[src/rtl/operand_fetch_if.sv]
// Bundle-level connections between decode, the register file read/write ports,
// and the execute lanes for the operand fetch stage.
interface operand_fetch_if #(
    parameter int PARALLEL_ORDER = 2,
    parameter int REG_ADDR_WIDTH = 5,
    parameter int REG_DATA_WIDTH = 32,
    parameter int TAG_WIDTH      = 8
);
    logic                                            in_valid;
    logic                                            in_ready;
    logic [PARALLEL_ORDER-1:0]                       in_src_valid1;
    logic [PARALLEL_ORDER-1:0]                       in_src_valid2;
    logic [PARALLEL_ORDER-1:0][REG_ADDR_WIDTH-1:0]   in_src_addr1;
    logic [PARALLEL_ORDER-1:0][REG_ADDR_WIDTH-1:0]   in_src_addr2;
    logic [TAG_WIDTH-1:0]                            in_tag;
    logic [PARALLEL_ORDER-1:0]                       r_valid1;
    logic [PARALLEL_ORDER-1:0]                       r_valid2;
    logic [PARALLEL_ORDER-1:0][REG_ADDR_WIDTH-1:0]   r_addr1;
    logic [PARALLEL_ORDER-1:0][REG_ADDR_WIDTH-1:0]   r_addr2;
    logic [PARALLEL_ORDER-1:0][REG_DATA_WIDTH-1:0]   r_data1;
    logic [PARALLEL_ORDER-1:0][REG_DATA_WIDTH-1:0]   r_data2;
    logic [PARALLEL_ORDER-1:0]                       w_valid;
    logic [PARALLEL_ORDER-1:0][REG_ADDR_WIDTH-1:0]   w_addr;
    logic [PARALLEL_ORDER-1:0][REG_DATA_WIDTH-1:0]   w_data;
    logic                                            out_valid;
    logic                                            out_ready;
    logic [PARALLEL_ORDER-1:0][REG_DATA_WIDTH-1:0]   out_op1;
    logic [PARALLEL_ORDER-1:0][REG_DATA_WIDTH-1:0]   out_op2;
    logic [TAG_WIDTH-1:0]                            out_tag;

    // The fetch stage is the initiator of register file reads.
    modport master (
        input  in_valid, in_src_valid1, in_src_valid2, in_src_addr1, in_src_addr2, in_tag,
        input  r_data1, r_data2, w_valid, w_addr, w_data, out_ready,
        output in_ready, r_valid1, r_valid2, r_addr1, r_addr2,
        output out_valid, out_op1, out_op2, out_tag
    );

    modport slave (
        output in_valid, in_src_valid1, in_src_valid2, in_src_addr1, in_src_addr2, in_tag,
        output r_data1, r_data2, w_valid, w_addr, w_data, out_ready,
        input  in_ready, r_valid1, r_valid2, r_addr1, r_addr2,
        input  out_valid, out_op1, out_op2, out_tag
    );
endinterface

[src/rtl/operand_fetch.sv]
// Operand fetch: issues register file reads for a source bundle and delivers
// operands kept coherent with in-flight and later register writes.
module operand_fetch #(
    parameter int PARALLEL_ORDER = 2,
    parameter int REG_ADDR_WIDTH = 5,
    parameter int REG_DATA_WIDTH = 32,
    parameter int TAG_WIDTH      = 8
) (
    input logic            clk,
    input logic            rst,
    operand_fetch_if.master bus
);
    localparam int P = PARALLEL_ORDER;
    localparam int A = REG_ADDR_WIDTH;
    localparam int D = REG_DATA_WIDTH;

    localparam logic [1:0] ST_EMPTY = 2'd0;
    localparam logic [1:0] ST_FRESH = 2'd1;
    localparam logic [1:0] ST_HELD  = 2'd2;

    logic [1:0]           state_reg, state_next;
    logic [TAG_WIDTH-1:0] tag_reg;
    logic                 in_ready;
    logic                 accept;
    logic                 stall;

    // Highest write lane hitting addr wins; returns {hit, data}.
    function automatic logic [D:0] last_write(
        input logic [A-1:0]        addr,
        input logic [P-1:0]        wv,
        input logic [P-1:0][A-1:0] wa,
        input logic [P-1:0][D-1:0] wd
    );
        logic [D:0] r;
        r = '0;
        for (int j = 0; j < P; j++) begin
            if (wv[j] && wa[j] == addr) r = {1'b1, wd[j]};
        end
        return r;
    endfunction

    assign in_ready      = !rst && (state_reg == ST_EMPTY || bus.out_ready);
    assign accept        = bus.in_valid && in_ready;
    assign stall         = (state_reg != ST_EMPTY) && !bus.out_ready;
    assign bus.in_ready  = in_ready;
    assign bus.out_valid = (state_reg != ST_EMPTY);
    assign bus.out_tag   = tag_reg;
    assign bus.r_addr1   = bus.in_src_addr1;
    assign bus.r_addr2   = bus.in_src_addr2;

    always_comb begin
        state_next = state_reg;
        if (state_reg == ST_EMPTY || bus.out_ready) state_next = accept ? ST_FRESH : ST_EMPTY;
        else                                        state_next = ST_HELD;
    end

    always_ff @(posedge clk) begin
        if (rst) begin
            state_reg <= ST_EMPTY;
            tag_reg   <= '0;
        end else begin
            state_reg <= state_next;
            if (accept) tag_reg <= bus.in_tag;
        end
    end

    // One operand slot per (lane gi, source port gj).
    for (genvar gi = 0; gi < P; gi++) begin : g_lane
        for (genvar gj = 0; gj < 2; gj++) begin : g_port
            logic         src_v;
            logic [A-1:0] src_a;
            logic [D-1:0] rd;
            logic         sv_reg, hit_reg;
            logic [A-1:0] sa_reg;
            logic [D-1:0] fd_reg, held_reg;
            logic [D:0]   acc_fwd, snoop_fwd;
            logic [D-1:0] cur_op, snoop_op;

            assign src_v = (gj == 0) ? bus.in_src_valid1[gi] : bus.in_src_valid2[gi];
            assign src_a = (gj == 0) ? bus.in_src_addr1[gi]  : bus.in_src_addr2[gi];
            assign rd    = (gj == 0) ? bus.r_data1[gi]       : bus.r_data2[gi];

            assign acc_fwd   = last_write(src_a,  bus.w_valid, bus.w_addr, bus.w_data);
            assign snoop_fwd = last_write(sa_reg, bus.w_valid, bus.w_addr, bus.w_data);

            always_comb begin
                cur_op = '0;
                if (state_reg == ST_FRESH)     cur_op = !sv_reg ? '0 : (hit_reg ? fd_reg : rd);
                else if (state_reg == ST_HELD) cur_op = held_reg;
            end

            // Writes landing while the bundle waits must show up next cycle.
            assign snoop_op = (sv_reg && snoop_fwd[D]) ? snoop_fwd[D-1:0] : cur_op;

            always_ff @(posedge clk) begin
                if (rst) begin
                    sv_reg   <= 1'b0;
                    sa_reg   <= '0;
                    hit_reg  <= 1'b0;
                    fd_reg   <= '0;
                    held_reg <= '0;
                end else begin
                    if (accept) begin
                        sv_reg  <= src_v;
                        sa_reg  <= src_a;
                        hit_reg <= src_v && acc_fwd[D];
                        fd_reg  <= (src_v && acc_fwd[D]) ? acc_fwd[D-1:0] : '0;
                    end
                    if (stall) held_reg <= snoop_op;
                end
            end

            if (gj == 0) begin : g_p1
                assign bus.r_valid1[gi] = accept && src_v;
                assign bus.out_op1[gi]  = cur_op;
            end else begin : g_p2
                assign bus.r_valid2[gi] = accept && src_v;
                assign bus.out_op2[gi]  = cur_op;
            end
        end
    end
endmodule
[src/flat_wrapper.sv]
// flat-port wrapper written by rule: the top's interface ports become plain ports
module operand_fetch_flat 
#(
    parameter int PARALLEL_ORDER = 2,
    parameter int REG_ADDR_WIDTH = 5,
    parameter int REG_DATA_WIDTH = 32,
    parameter int TAG_WIDTH      = 8
)
  (clk, rst, bus_in_valid, bus_in_src_valid1, bus_in_src_valid2, bus_in_src_addr1, bus_in_src_addr2, bus_in_tag, bus_r_data1, bus_r_data2, bus_w_valid, bus_w_addr, bus_w_data, bus_out_ready, bus_in_ready, bus_r_valid1, bus_r_valid2, bus_r_addr1, bus_r_addr2, bus_out_valid, bus_out_op1, bus_out_op2, bus_out_tag);
  operand_fetch_if #(.PARALLEL_ORDER(PARALLEL_ORDER), .REG_ADDR_WIDTH(REG_ADDR_WIDTH), .REG_DATA_WIDTH(REG_DATA_WIDTH), .TAG_WIDTH(TAG_WIDTH)) bus_i ();
  input logic clk;
  input logic rst;
  input wire logic [$bits(bus_i.in_valid)-1:0] bus_in_valid;
  input wire logic [$bits(bus_i.in_src_valid1)-1:0] bus_in_src_valid1;
  input wire logic [$bits(bus_i.in_src_valid2)-1:0] bus_in_src_valid2;
  input wire logic [$bits(bus_i.in_src_addr1)-1:0] bus_in_src_addr1;
  input wire logic [$bits(bus_i.in_src_addr2)-1:0] bus_in_src_addr2;
  input wire logic [$bits(bus_i.in_tag)-1:0] bus_in_tag;
  input wire logic [$bits(bus_i.r_data1)-1:0] bus_r_data1;
  input wire logic [$bits(bus_i.r_data2)-1:0] bus_r_data2;
  input wire logic [$bits(bus_i.w_valid)-1:0] bus_w_valid;
  input wire logic [$bits(bus_i.w_addr)-1:0] bus_w_addr;
  input wire logic [$bits(bus_i.w_data)-1:0] bus_w_data;
  input wire logic [$bits(bus_i.out_ready)-1:0] bus_out_ready;
  output wire logic [$bits(bus_i.in_ready)-1:0] bus_in_ready;
  output wire logic [$bits(bus_i.r_valid1)-1:0] bus_r_valid1;
  output wire logic [$bits(bus_i.r_valid2)-1:0] bus_r_valid2;
  output wire logic [$bits(bus_i.r_addr1)-1:0] bus_r_addr1;
  output wire logic [$bits(bus_i.r_addr2)-1:0] bus_r_addr2;
  output wire logic [$bits(bus_i.out_valid)-1:0] bus_out_valid;
  output wire logic [$bits(bus_i.out_op1)-1:0] bus_out_op1;
  output wire logic [$bits(bus_i.out_op2)-1:0] bus_out_op2;
  output wire logic [$bits(bus_i.out_tag)-1:0] bus_out_tag;
  assign bus_i.in_valid = bus_in_valid;
  assign bus_i.in_src_valid1 = bus_in_src_valid1;
  assign bus_i.in_src_valid2 = bus_in_src_valid2;
  assign bus_i.in_src_addr1 = bus_in_src_addr1;
  assign bus_i.in_src_addr2 = bus_in_src_addr2;
  assign bus_i.in_tag = bus_in_tag;
  assign bus_i.r_data1 = bus_r_data1;
  assign bus_i.r_data2 = bus_r_data2;
  assign bus_i.w_valid = bus_w_valid;
  assign bus_i.w_addr = bus_w_addr;
  assign bus_i.w_data = bus_w_data;
  assign bus_i.out_ready = bus_out_ready;
  assign bus_in_ready = bus_i.in_ready;
  assign bus_r_valid1 = bus_i.r_valid1;
  assign bus_r_valid2 = bus_i.r_valid2;
  assign bus_r_addr1 = bus_i.r_addr1;
  assign bus_r_addr2 = bus_i.r_addr2;
  assign bus_out_valid = bus_i.out_valid;
  assign bus_out_op1 = bus_i.out_op1;
  assign bus_out_op2 = bus_i.out_op2;
  assign bus_out_tag = bus_i.out_tag;
  operand_fetch #(.PARALLEL_ORDER(PARALLEL_ORDER), .REG_ADDR_WIDTH(REG_ADDR_WIDTH), .REG_DATA_WIDTH(REG_DATA_WIDTH), .TAG_WIDTH(TAG_WIDTH)) u_core (.clk(clk), .rst(rst), .bus(bus_i));
endmodule
[config.mk]
export PLATFORM = sky130hd
export DESIGN_NAME = operand_fetch_flat
export DESIGN_NICKNAME = d
export VERILOG_FILES = /design/src/rtl/operand_fetch_if.sv /design/src/rtl/operand_fetch.sv /design/src/flat_wrapper.sv
export SDC_FILE = /design/constraint.sdc
export NUM_CORES = 1
export LEC_CHECK = 0
export ABC_AREA = 1
export CELL_PAD_IN_SITES_DETAIL_PLACEMENT = 1
export CELL_PAD_IN_SITES_GLOBAL_PLACEMENT = 2
export CORE_MARGIN = 1
export CORE_UTILIZATION = 30
export DETAILED_ROUTE_END_ITERATION = 12
export DONT_BUFFER_PORTS = 1
export PLACE_DENSITY = 0.75
export SLEW_MARGIN = 15
export SYNTH_ARGS = -nofsm -noshare
export SYNTH_HDL_FRONTEND = slang
export SYNTH_SLANG_ARGS = --single-unit
export TNS_END_PERCENT = 100
[constraint.sdc]
create_clock -name clk -period 1.9 [get_ports clk]
set_clock_uncertainty 0.15 [all_clocks]
set_input_delay 0.38 -clock clk [delete_from_list [all_inputs] [get_ports clk]]
set_output_delay 0.38 -clock clk [all_outputs]
set_load 0.005 [all_outputs]
==> results of run 1 <==
[how the worst min path moves through the flow]
stage / start / slack (ns) / endpoint
final: rst / -0.27 / u_core.g_lane[0].g_port[0].fd_reg[8]
after detailed placement: u_core.g_lane[0].g_port[1].held_reg[31] / 0.29 / u_core.g_lane[0].g_port[1].held_reg[31]
after global placement: u_core.g_lane[0].g_port[1].held_reg[12] / 0.29 / u_core.g_lane[0].g_port[1].held_reg[12]
after global routing: rst / -0.25 / u_core.g_lane[1].g_port[0].sv_reg
after CTS: rst / -0.27 / u_core.g_lane[0].g_port[0].fd_reg[6]
after floorplan: u_core.g_lane[0].g_port[0].held_reg[0] / 0.28 / u_core.g_lane[0].g_port[0].held_reg[0]
[metrics by stage]
stage,instances,power (mW),utilization,TNS [ns]
floorplan,3530,7.879,-,0
global placement,4355,8.954,0.3463,-13.82
detailed placement,4355,8.999,0.3463,-21.79
CTS,4541,17.62,0.3986,-121.75
global route,4589,18.14,0.4078,-162.82
finish,4590,17.66,0.4078,-132.66
[area by class of cell]
cell class	instances	area, sq um
fill	8570	39210
tap	864	1081
timing repair buffer	397	4835
antenna	5	12.51
sequential	294	5893
inverter	403	1534
clock buffer	61	1231
multi-input combinational	2554	12240
clock inverter	12	175.2
[critical path: stages, from the launching register on]
cell and delay, ns:
dfxtp_2 0.32, inv_2 0.07, buf_6 0.10, nor2_4 0.03
buf_12 0.13, buf_12 0.15, buf_16 0.16, a22oi_2 0.34
inv_1 0.11
[layout by cell type (no fill, tap or decap), drive strengths merged]
cell type    count
a22oi          110
dlygate4sd3     56
o21ai          166
clkinv           7
or2              1
nand2         1583
xor2             1
nand4          242
dfxtp          294
o211ai          18
bufinv           4
diode            5
o21a            18
nand3          142
bufbuf           8
buf            326
inv            404
a21oi          147
clkbuf          68
o21bai          18
nor2           108
[power by group]
part	leakage [nW]	total, mW	internal [mW]	switching (mW)
Clock	0.696	8.29	5.01	3.28
Combinational	10.4	3.08	1.04	2.04
Sequential	2.38	6.29	6.23	0.0592
[layer usage]
metal | wire length [um] | vias to the layer above
met4 | 4713 | 2
met2 | 52210 | 1176
met3 | 9050 | 268
li1 | - | 11590
met5 | 13 | -
met1 | 51440 | 12540
[repair_timing]
item / in CTS / in global routing
resized for setup: 154 / 45
buffers inserted: 66 / 39
pin swaps: 68 / 55
gates cloned: 18 / 8
hold endpoints to repair: 192 / 136
endpoints found under the setup margin: 379 / 399
[logic make-up after synthesis]
logic type                share of synthesized area
and+or+nand+nor                              0.4302
buffers and inverters                        0.1374
AOI/OAI and AO/OA                            0.1408
DFF                                          0.2911
xor gates and xnor gates                  0.0004333
==> run summary, run 1 <==
Setup violations remaining at the end of the flow were counted as 394. The endpoint of the most critical register-to-register path was u_core.g_lane[0].g_port[0].held_reg[25]. Summing all non-filler instances in the final layout gives an area of 27000 sq um.

The tools report the met3 routing resource usage after global routing as 0.06833. The final cycle utilization of the critical path works out to 1.333. The startpoint identified for the worst register-to-register timing path is u_core.state_reg[0]. The share of post-route cells with drive strength above 1 was 0.1664; the vertical die dimension was 261.6 um.

The portion of synthesized cell area occupied by the leading cell type is 0.2931, and the sequential fraction of the synthesis area is 0.2911. At the pin with the least slew margin, the transition time is 0.5640 ns. The number of pins with negative max-slew slack in the final report came out at 0. The met2 usage came out at 0.5171. Counting along the longest clock path gives a buffer depth of 3.

The run gives 0.4401 as the global routing met1 resource utilization. I/O pin count: 402. The cell sitting at the root of the clock tree is a clkbuf_16. The tools report the sort of element at the start of the critical path as a flop. For this block, the initial DRC count from the detailed router was 2371. Number of violations of the max-capacitance limit: 0. Worst setup path endpoint: bus_out_op2[15]. By count the netlist is led by nand2_1, inv_1, dfxtp_1. Once detail routing completed, the nets flagged for antenna violations numbered 0. After global routing the overflow that remains totals 0. Hold violation total from the final report: 136. The run gives 22930 sq um as the placed cell area.

The minimum hold slack is -0.2665 ns. The checks that failed: hold timing, setup timing. The logs give 78530 um for the HPWL after detailed placement and 0 for the synthesis warning total. The number of design rule violations left after detail routing came out at 0. The die covers 68440 sq um.

The per-cell routed wire length was 25.58 um; the worst path required time was 1.37 ns. Worst max-slew margin expressed relative to the limit: 0.6228. Ranked by total cell area, the synthesized netlist is headed by nand2_1, dfxtp_1, nand4_1. The total wire length was 117400 um; the post-synthesis instance total was 3530. The most used flip-flop cell after synthesis is dfxtp_1. The starting utilization of the core area came out at 0.3053.

The CTS buffer count is 40, and the initial antenna violation count is 8. The floorplan has 94 rows. The depth of the CTS H-tree is 2, and the largest voltage drop on the vdd net is 0.5200 mV. Biggest fanout along the worst timing path: 7. The global routing stage identified its most utilized layer as met2. The largest total area in the synthesized netlist belongs to nand2_1.

Before antenna repair, the detailed router went through 6 iterations. Proportion of synthesized flip-flops having asynchronous set or reset: 0. Hold-fix buffer count after cts: 56. The start point of the critical path is u_core.state_reg[1].

The clock net in this run drives a total of 294 sinks. The layout-stage area growth over the synthesis result was 33.57%. Final critical delay including setup and external delays: 2.533 ns.

After the last flow step, the layout net total stands at 3930. Clock-pin slew was measured on the worst setup and hold paths at 0.06 ns. Data arrives at the worst endpoint at 2.00 ns.

The worst register-to-register path has a setup slack of -0.41 ns. The post-synthesis sequential element count is 294. TritonCTS built the clock tree.

Buffers placed on the I/O ports in this run total 0. The class of the tightest hold or removal check is in2reg. Routability-driven placement finished with a final weighted congestion of 0.8890. The number of distinct library cells after synthesis is 29. In this run the static leakage power is 13.43 nW.

The number of cells on the worst reg-to-reg path is 14. In the post-synthesis netlist, the cell with the most instances is nand2_1. The post-layout worst setup margin is -0.6330 ns, and the total power density per cell area is 654.1 nW/um^2. The via density per instance is 5.572. STA classifies the critical path endpoint as a primary output. Entering global routing, the biggest net connects 139 pins. The start-to-end type of the worst setup path is reg2out.

The count of vias placed by the detailed router came out at 25.58k. The net count of the mapped netlist is 3770. The run finished, with violations left.

The die span in x was 261.6 um; the global-route wire length before repair was 168500 um. Each instance of the synthesized netlist takes up on average 5.728 sq um. Setup repair after global routing could not meet its margin everywhere. The global-route usage over all layers is 0.3305.

Counting flops with a built-in enable in the synthesized netlist gives 0. The worst setup timing slack at the placement stage is -0.1822 ns, and the total standard cell area after synthesis is 20220 sq um. The count of cells along the worst hold path is 1, and the number of global-route vias before repair is 25.53k. In this run the standard cell core region covers 66220 sq um.

The logs give 0.59 ns for the insertion delay of the later-clocked pin in the worst-skew pair and 394.8 MHz for the top achievable clock speed.
Power figures use the tool's default switching activity.
==> inputs of run 2 (changes only) <==
--- a/config.mk
+++ b/config.mk
@@ -12,6 +12,7 @@
 export CORE_UTILIZATION = 30
 export DETAILED_ROUTE_END_ITERATION = 12
 export DONT_BUFFER_PORTS = 1
+export HOLD_SLACK_MARGIN = 0.06
 export PLACE_DENSITY = 0.75
 export SLEW_MARGIN = 15
 export SYNTH_ARGS = -nofsm -noshare
==> run 2 against run 1 <==
  * The run still ends with hold timing, setup timing left
  * Routed wire length is 0.30% lower
  * Global-route usage is 0.11 points lower
  * Register-to-register slack hardly changed
  * Clock-buffer cell count stayed put
  * First-iteration DRC count is 5.4% lower
  * Critical path type unchanged
==> run summary, run 2 (synthesis results as in run 1) <==
The layout-stage area growth over the synthesis result is 35.29%, and the largest voltage drop on the vdd net is 0.5223 mV. For this design the top-level I/O count stands at 402. The final cycle utilization of the critical path was 1.324; the global-route usage over all layers was 0.3294. Most frequent cell on the critical path: buf_12. The global routing met1 resource utilization came out at 0.4410.

The run gives 68440 sq um as the overall die area. The start-to-end type of the worst setup path was reg2out. Entering global routing, the biggest net connects 139 pins. After detailed placement, the design holds a cell count of 4355.

The count of nets left with antenna violations once routing finished came out at 0. Broken down by cell family, the worst path's largest delay share belongs to buffers and inverters. The met2 usage is 0.5215. The starting utilization of the core area came out at 0.3053. The share of post-route cells with drive strength above 1 is 0.1649. The most common cell after layout, fill and taps aside is nand2_1. The tools report the minimum hold slack as -0.2640 ns. The total power density per cell area was 652.2 nW/um^2; the count of cells along the worst hold path was 1. At the placement stage, the worst setup path has a slack of -0.1822 ns.

Slowest cell on the critical path: a22oi_2. The run finished, with violations left. For the number of placement rows, the log shows 94. The summed negative setup slack over all endpoints is -132.14 ns. The worst setup path is launched from a flop. The busiest layer in global routing was met2. Clock root buffer: clkbuf_16.

The insertion delay of the later-clocked pin in the worst-skew pair is 0.59 ns. The worst setup path is captured at a primary output. The first global-routing pass estimated 168500 um of wire. The design area is 27350 sq um. The die span in x came out at 261.6 um. The first detailed-routing pass ran for 6 iterations. The final route contains 25.70k vias. The clock transition time at the flip-flop clock pins of the worst setup and hold paths was 0.06 ns. TritonCTS built the clock tree.

In this run the deepest clock path goes through 3 buffers. CTS built an H-tree with a depth of 2. In the layout the commonest cells are nand2_1, inv_1, dfxtp_1, nand4_1, buf_4. Summed over all cells, the static leakage comes to 13.57 nW. The DRC marker count from the first detailed-route iteration is 2243, and the residual overflow from global routing is 0.

The via density per instance came out at 5.550. Counting cells, the worst reg-to-reg path comes to 14. The met3 routing resource usage after global routing is 0.06078, and the biggest fanout along the worst timing path is 7. The total of endpoints with negative setup slack in the final report came out at 394. From bottom edge to top edge, the die measures 261.6 um.

Final weighted congestion of routability-driven global placement: 0.8890. Port buffering added 0 buffers. Fill cells in the final layout number 8556. Initial antenna violation count: 13. The core footprint came out at 66220 sq um. Setup repair after global routing could not meet its margin everywhere. For this design, the sink count on the clock tree is 294.

For the number of global-route vias before repair, the log shows 25.68k. The buffering stage count on the worst path with inverters included is 6. The number of pins with negative max-slew slack in the final report came out at 0. For this run, the top clock speed supported by timing is 397.6 MHz. Hold repair after CTS inserted 89 buffers.

Traced cell by cell, the critical path runs through inv_2 -> buf_6 -> nor2_4 -> buf_12 -> buf_12 -> buf_16 -> a22oi_2 -> inv_1. The number of violations of the max-capacitance limit is 0. The final critical delay including setup and external delays was 2.515 ns.

The share of the core filled with cells in the final layout was 0.4131; the final non-filler cell total was 4630. After legalization and detailed placement, the total HPWL measured 78530 um. The transition time at the pin with the least slew margin was 0.7081 ns. The data arrival time of the worst path is 1.99 ns. In this run the number of cells on the critical path is 8.

Class of the tightest hold or removal check: in2reg. Summing all placed instances gives a cell area of 22930 sq um. In the routed design, unresolved DRC markers number 0. The logs give 3963 for the number of nets at the end of the flow and 1.37 ns for the worst path required time. The CTS buffer count is 40, and the hold violation total from the final report is 136.

For the worst max-slew margin expressed relative to the limit, the log shows 0.5264. The post-layout worst setup margin was -0.6154 ns; the total wire length was 117100 um. The delay of the slowest cell on the worst path was 0.33 ns. The final reports fail on hold timing, setup timing.

The per-cell routed wire length is 25.29 um.
## run 2: cell types whose count changed in the layout (fill, tap and decap cells not counted)
cell           delta
dlygate4sd3_1    +33
diode_2           +7
## run 2: repair_timing
action / 4_1_cts / 5_1_grt
hold endpoints to repair: 255 / 136
cloned: 18 / 8
pin swaps: 68 / 53
setup endpoints to repair: 379 / 399
resized for setup: 154 / 45
setup buffers: 66 / 39
## run 2: final timing paths
check	startpoint	to	slack, ns
setup / recovery	u_core.state_reg[1]	bus_out_op2[15]	-0.62
hold / removal	rst	u_core.g_lane[0].g_port[0].fd_reg[8]	-0.26
setup reg to reg	u_core.state_reg[0]	u_core.g_lane[1].g_port[1].held_reg[16]	-0.42
hold reg to reg	u_core.g_lane[0].g_port[0].held_reg[28]	u_core.g_lane[0].g_port[0].held_reg[28]	0.31
## run 2: layout make-up
cell class,count,area [sq um],area share
Clock buffer,61,1231,0.04501
Clock inverter,12,175.2,0.006404
Tap cell,864,1081,0.03952
Antenna cell,12,30.03,0.001098
Multi-Input combinational cell,2554,12240,0.4476
Inverter,403,1534,0.05608
Sequential cell,294,5893,0.2155
Timing Repair Buffer,430,5165,0.1888
## run 2: metal layers
layer,up-vias,part of all wire
met3,245,0.076
met1,12640,0.44
met5,-,0.00041
li1,11660,-
met4,6,0.034
met2,1151,0.45
## run 2: through the flow
step,total power [mW],hold WS [ns]
after floorplan,7.879,0.2765
after global placement,8.954,0.2862
after detailed placement,8.999,0.2944
after CTS,17.78,-0.2725
after global routing,18.31,-0.2479
final,17.84,-0.2640
## run 2: where the power goes
part	total [mW]	internal [mW]	switching (mW)
Sequential	6.29	6.23	0.0596
Combinational	3.25	1.09	2.16
Clock	8.30	5.01	3.28
==> inputs of run 3 (changes only) <==
--- a/config.mk
+++ b/config.mk
@@ -12,8 +12,10 @@
 export CORE_UTILIZATION = 30
 export DETAILED_ROUTE_END_ITERATION = 12
 export DONT_BUFFER_PORTS = 1
+export GPL_ROUTABILITY_DRIVEN = 1
 export HOLD_SLACK_MARGIN = 0.06
 export PLACE_DENSITY = 0.75
+export REMOVE_ABC_BUFFERS = 1
 export SLEW_MARGIN = 15
 export SYNTH_ARGS = -nofsm -noshare
 export SYNTH_HDL_FRONTEND = slang
==> run 3 against run 2 <==
  * The flow still finishes with violations (hold timing, setup timing)
  * Cell area is 2.9% higher
  * Via count grew 2.9%
  * Register-to-register slack better by 0.10 ns
  * Hold slack better by 0.020 ns
  * Core utilization rose by 1.2 points
  * Fmax decreased by 1.6%
  * Cell count up 1.3%
==> run summary, run 3 (synthesis results as in run 1) <==
The floorplan step defined a die boundary enclosing 68440 sq um. The routed layout has 26.44k vias. The run gives 0.450 as the power share of the clock group. The most frequent cell on the critical path is buf_12. The tools report the HPWL after detailed placement as 78760 um. The internal portion of the total power is 11.93 mW. The library cells used most frequently in the layout, excluding fill and tap cells, are nand2_1, inv_1, dfxtp_1, buf_4, nand4_1. Dividing the detail-routed via count by the number of cells gives 5.637. The die is 261.6 um wide. The hold violation total from the final report is 136. CTS placed an instance of clkbuf_16 at the clock tree root. The sort of element at the start of the critical path is a flop.

Walking the worst path, the cells encountered are buf_6 -> nand2_8 -> buf_4 -> nor2_4 -> buf_12 -> buf_12 -> a22oi_2 -> inv_1. The insertion delay of the later-clocked pin in the worst-skew pair is 0.60 ns. The static power due to leakage is 13.84 nW, and the biggest fanout along the worst timing path is 7. The checks that failed: hold timing, setup timing. Tracing the worst setup path back leads to its startpoint at u_core.state_reg[0]. The endpoint class of the critical path was a primary output. The switching part of the total is 0.3175, and the placed cell area is 23060 sq um. Worst setup timing slack at the placement stage: -0.2389 ns. The final weighted congestion of routability-driven global placement was 0.8700. Counting every sink on the clock net gives 294. The residual overflow from global routing was 0; the worst path required time was 1.37 ns. The hold-fix buffer count after cts came out at 92. The share of the core filled with cells in the final layout was 0.4252; the final cycle utilization of the critical path was 1.345. Setup violations remaining at the end of the flow were counted as 338.

The tools report the worst max-slew margin expressed relative to the limit as 0.5588. The run finished, with violations left. For this run, design rule violations remaining after detail routing come to 0. The design draws 17.48 mW. The tools report the initial antenna violation count as 14.

The worst register-to-register path begins at u_core.state_reg[0]. The layout-stage area growth over the synthesis result is 39.25%. The final critical delay including setup and external delays was 2.556 ns; the buffering stage count on the worst path with inverters included was 5. The clock transition time at the flip-flop clock pins of the worst setup and hold paths came out at 0.06 ns. The data arrival time of the worst path is 2.03 ns. The post-layout worst setup margin is -0.6556 ns, and the global-route wire length before repair is 173400 um. The slowest cell on the critical path was dfxtp_2.

The tools report the combinational cell fraction of total power as 0.190. The starting utilization of the core area came out at 0.3053. The cell family contributing the most delay on the critical path is buffers and inverters. The first detailed-routing pass took 7 iterations. The run gives 0.361 as the share of power burned in registers. Setup repair after global routing could not meet its margin everywhere.

After the first detailed-routing iteration, the DRC count stood at 2391. The logs give -0.2443 ns for the minimum hold slack and 0 for the antenna violation net count after detailed routing. The run gives 39 as the CTS buffer count. The tools report the maximum number of pins on one net before global-route repair as 139. The per-cell routed wire length is 26.24 um.

Most common cell after layout, fill and taps aside: nand2_1. The floorplan step set the die height to 261.6 um. The total wire length was 123100 um; the number of pins with negative max-slew slack in the final report was 0. The global-route usage over all layers was 0.3394.

Setup slack on the worst reg-to-reg path comes out at -0.32 ns. The largest voltage drop on the vdd net was 0.4570 mV. For this run, the top clock speed supported by timing is 391.3 MHz. The min-delay analysis places its worst path in the category in2reg.

For the depth of the CTS H-tree, the log shows 2. Input and output buffers added on the ports amount to 0. The floorplan step defined a core boundary enclosing 66220 sq um.

The initialized floorplan defines 94 standard-cell rows. On the worst path, the slowest cell contributes a delay of 0.33 ns. At the pin with the least slew margin, the transition time is 0.6596 ns. In this run the power spent charging and discharging nets is 5.551 mW. By startpoint and endpoint, the worst setup path is classified as reg2out.

Number of nets at the end of the flow: 4031. TritonCTS built the clock tree. For the number of buffers between clock root and the deepest sink, the log shows 3. The design area was 28150 sq um.

In this run the most critical hold path is launched from rst. For this design the ratio of total power to cell area is 620.9 nW/um^2. The I/O pin count was 402.

The number of global-route vias before repair is 26.60k, and the number of violations of the max-capacitance limit is 0. The share of post-route cells with drive strength above 1 was 0.1883.
[run 3: power by group through the flow]
stage | logic, mW | clock network, mW | registers (mW)
after floorplan | 1.24 | 0 | 6.41
after global placement | 2.57 | 0 | 6.43
after detailed placement | 2.61 | 0 | 6.43
after CTS | 3.14 | 7.90 | 6.30
after global routing | 3.47 | 8.15 | 6.30
final | 3.32 | 7.86 | 6.30
[run 3: worst register-to-register path: cells and delay by family (launching register included)]
kind / cells / cell delay (ns)
AO/OA/AOI/OAI: 2 / 0.42
buffers and inverters: 3 / 0.53
flip-flops: 1 / 0.32
AND/OR/NAND/NOR: 6 / 0.74
[run 3: layout make-up]
| cell class | count | area [sq um] |
|---|---|---|
| diodes | 8 | 20.02 |
| clock buffers | 56 | 1151 |
| clock inverters | 12 | 150.1 |
| fillers | 8499 | 38060 |
| inverters | 403 | 1541 |
| multi-input cells | 2554 | 12410 |
| flip-flops and latches | 294 | 5903 |
| well taps | 864 | 1081 |
| repair buffers | 499 | 5894 |
[run 3: final timing paths]
kind | endpoint | cells after the start
worst max-delay path | bus_out_op2[5] | 8
worst min register to register | u_core.g_lane[0].g_port[1].held_reg[0] | 2
worst max register to register | u_core.g_lane[0].g_port[1].fd_reg[15] | 11
worst min-delay path | u_core.g_lane[1].g_port[0].fd_reg[28] | 1
[run 3: metrics by stage]
step,hold slack [ns],cells,TNS (ns)
finish,-0.2443,4690,-101.62
global route,-0.2741,4685,-125.93
CTS,-0.2783,4603,-93.01
detailed placement,0.2907,4364,-48.30
global placement,0.2862,4364,-39.07
floorplan,0.2765,3251,-1211.79
[run 3: timing repair]
item / CTS / global route
buffers inserted: 72 / 81
gates cloned: 16 / 14
endpoints found under the hold margin: 277 / 136
setup endpoints to repair: 368 / 417
gates resized for setup: 192 / 92
pin swaps: 66 / 108
[run 3: per-layer routing]
layer	routed length (um)	vias up	global-route usage
met1	51530	13140	0.4380
li1	-	11770	-
met4	6012	18	0.1465
met3	9375	326	0.06427
met2	56040	1192	0.5492
met5	105	-	0
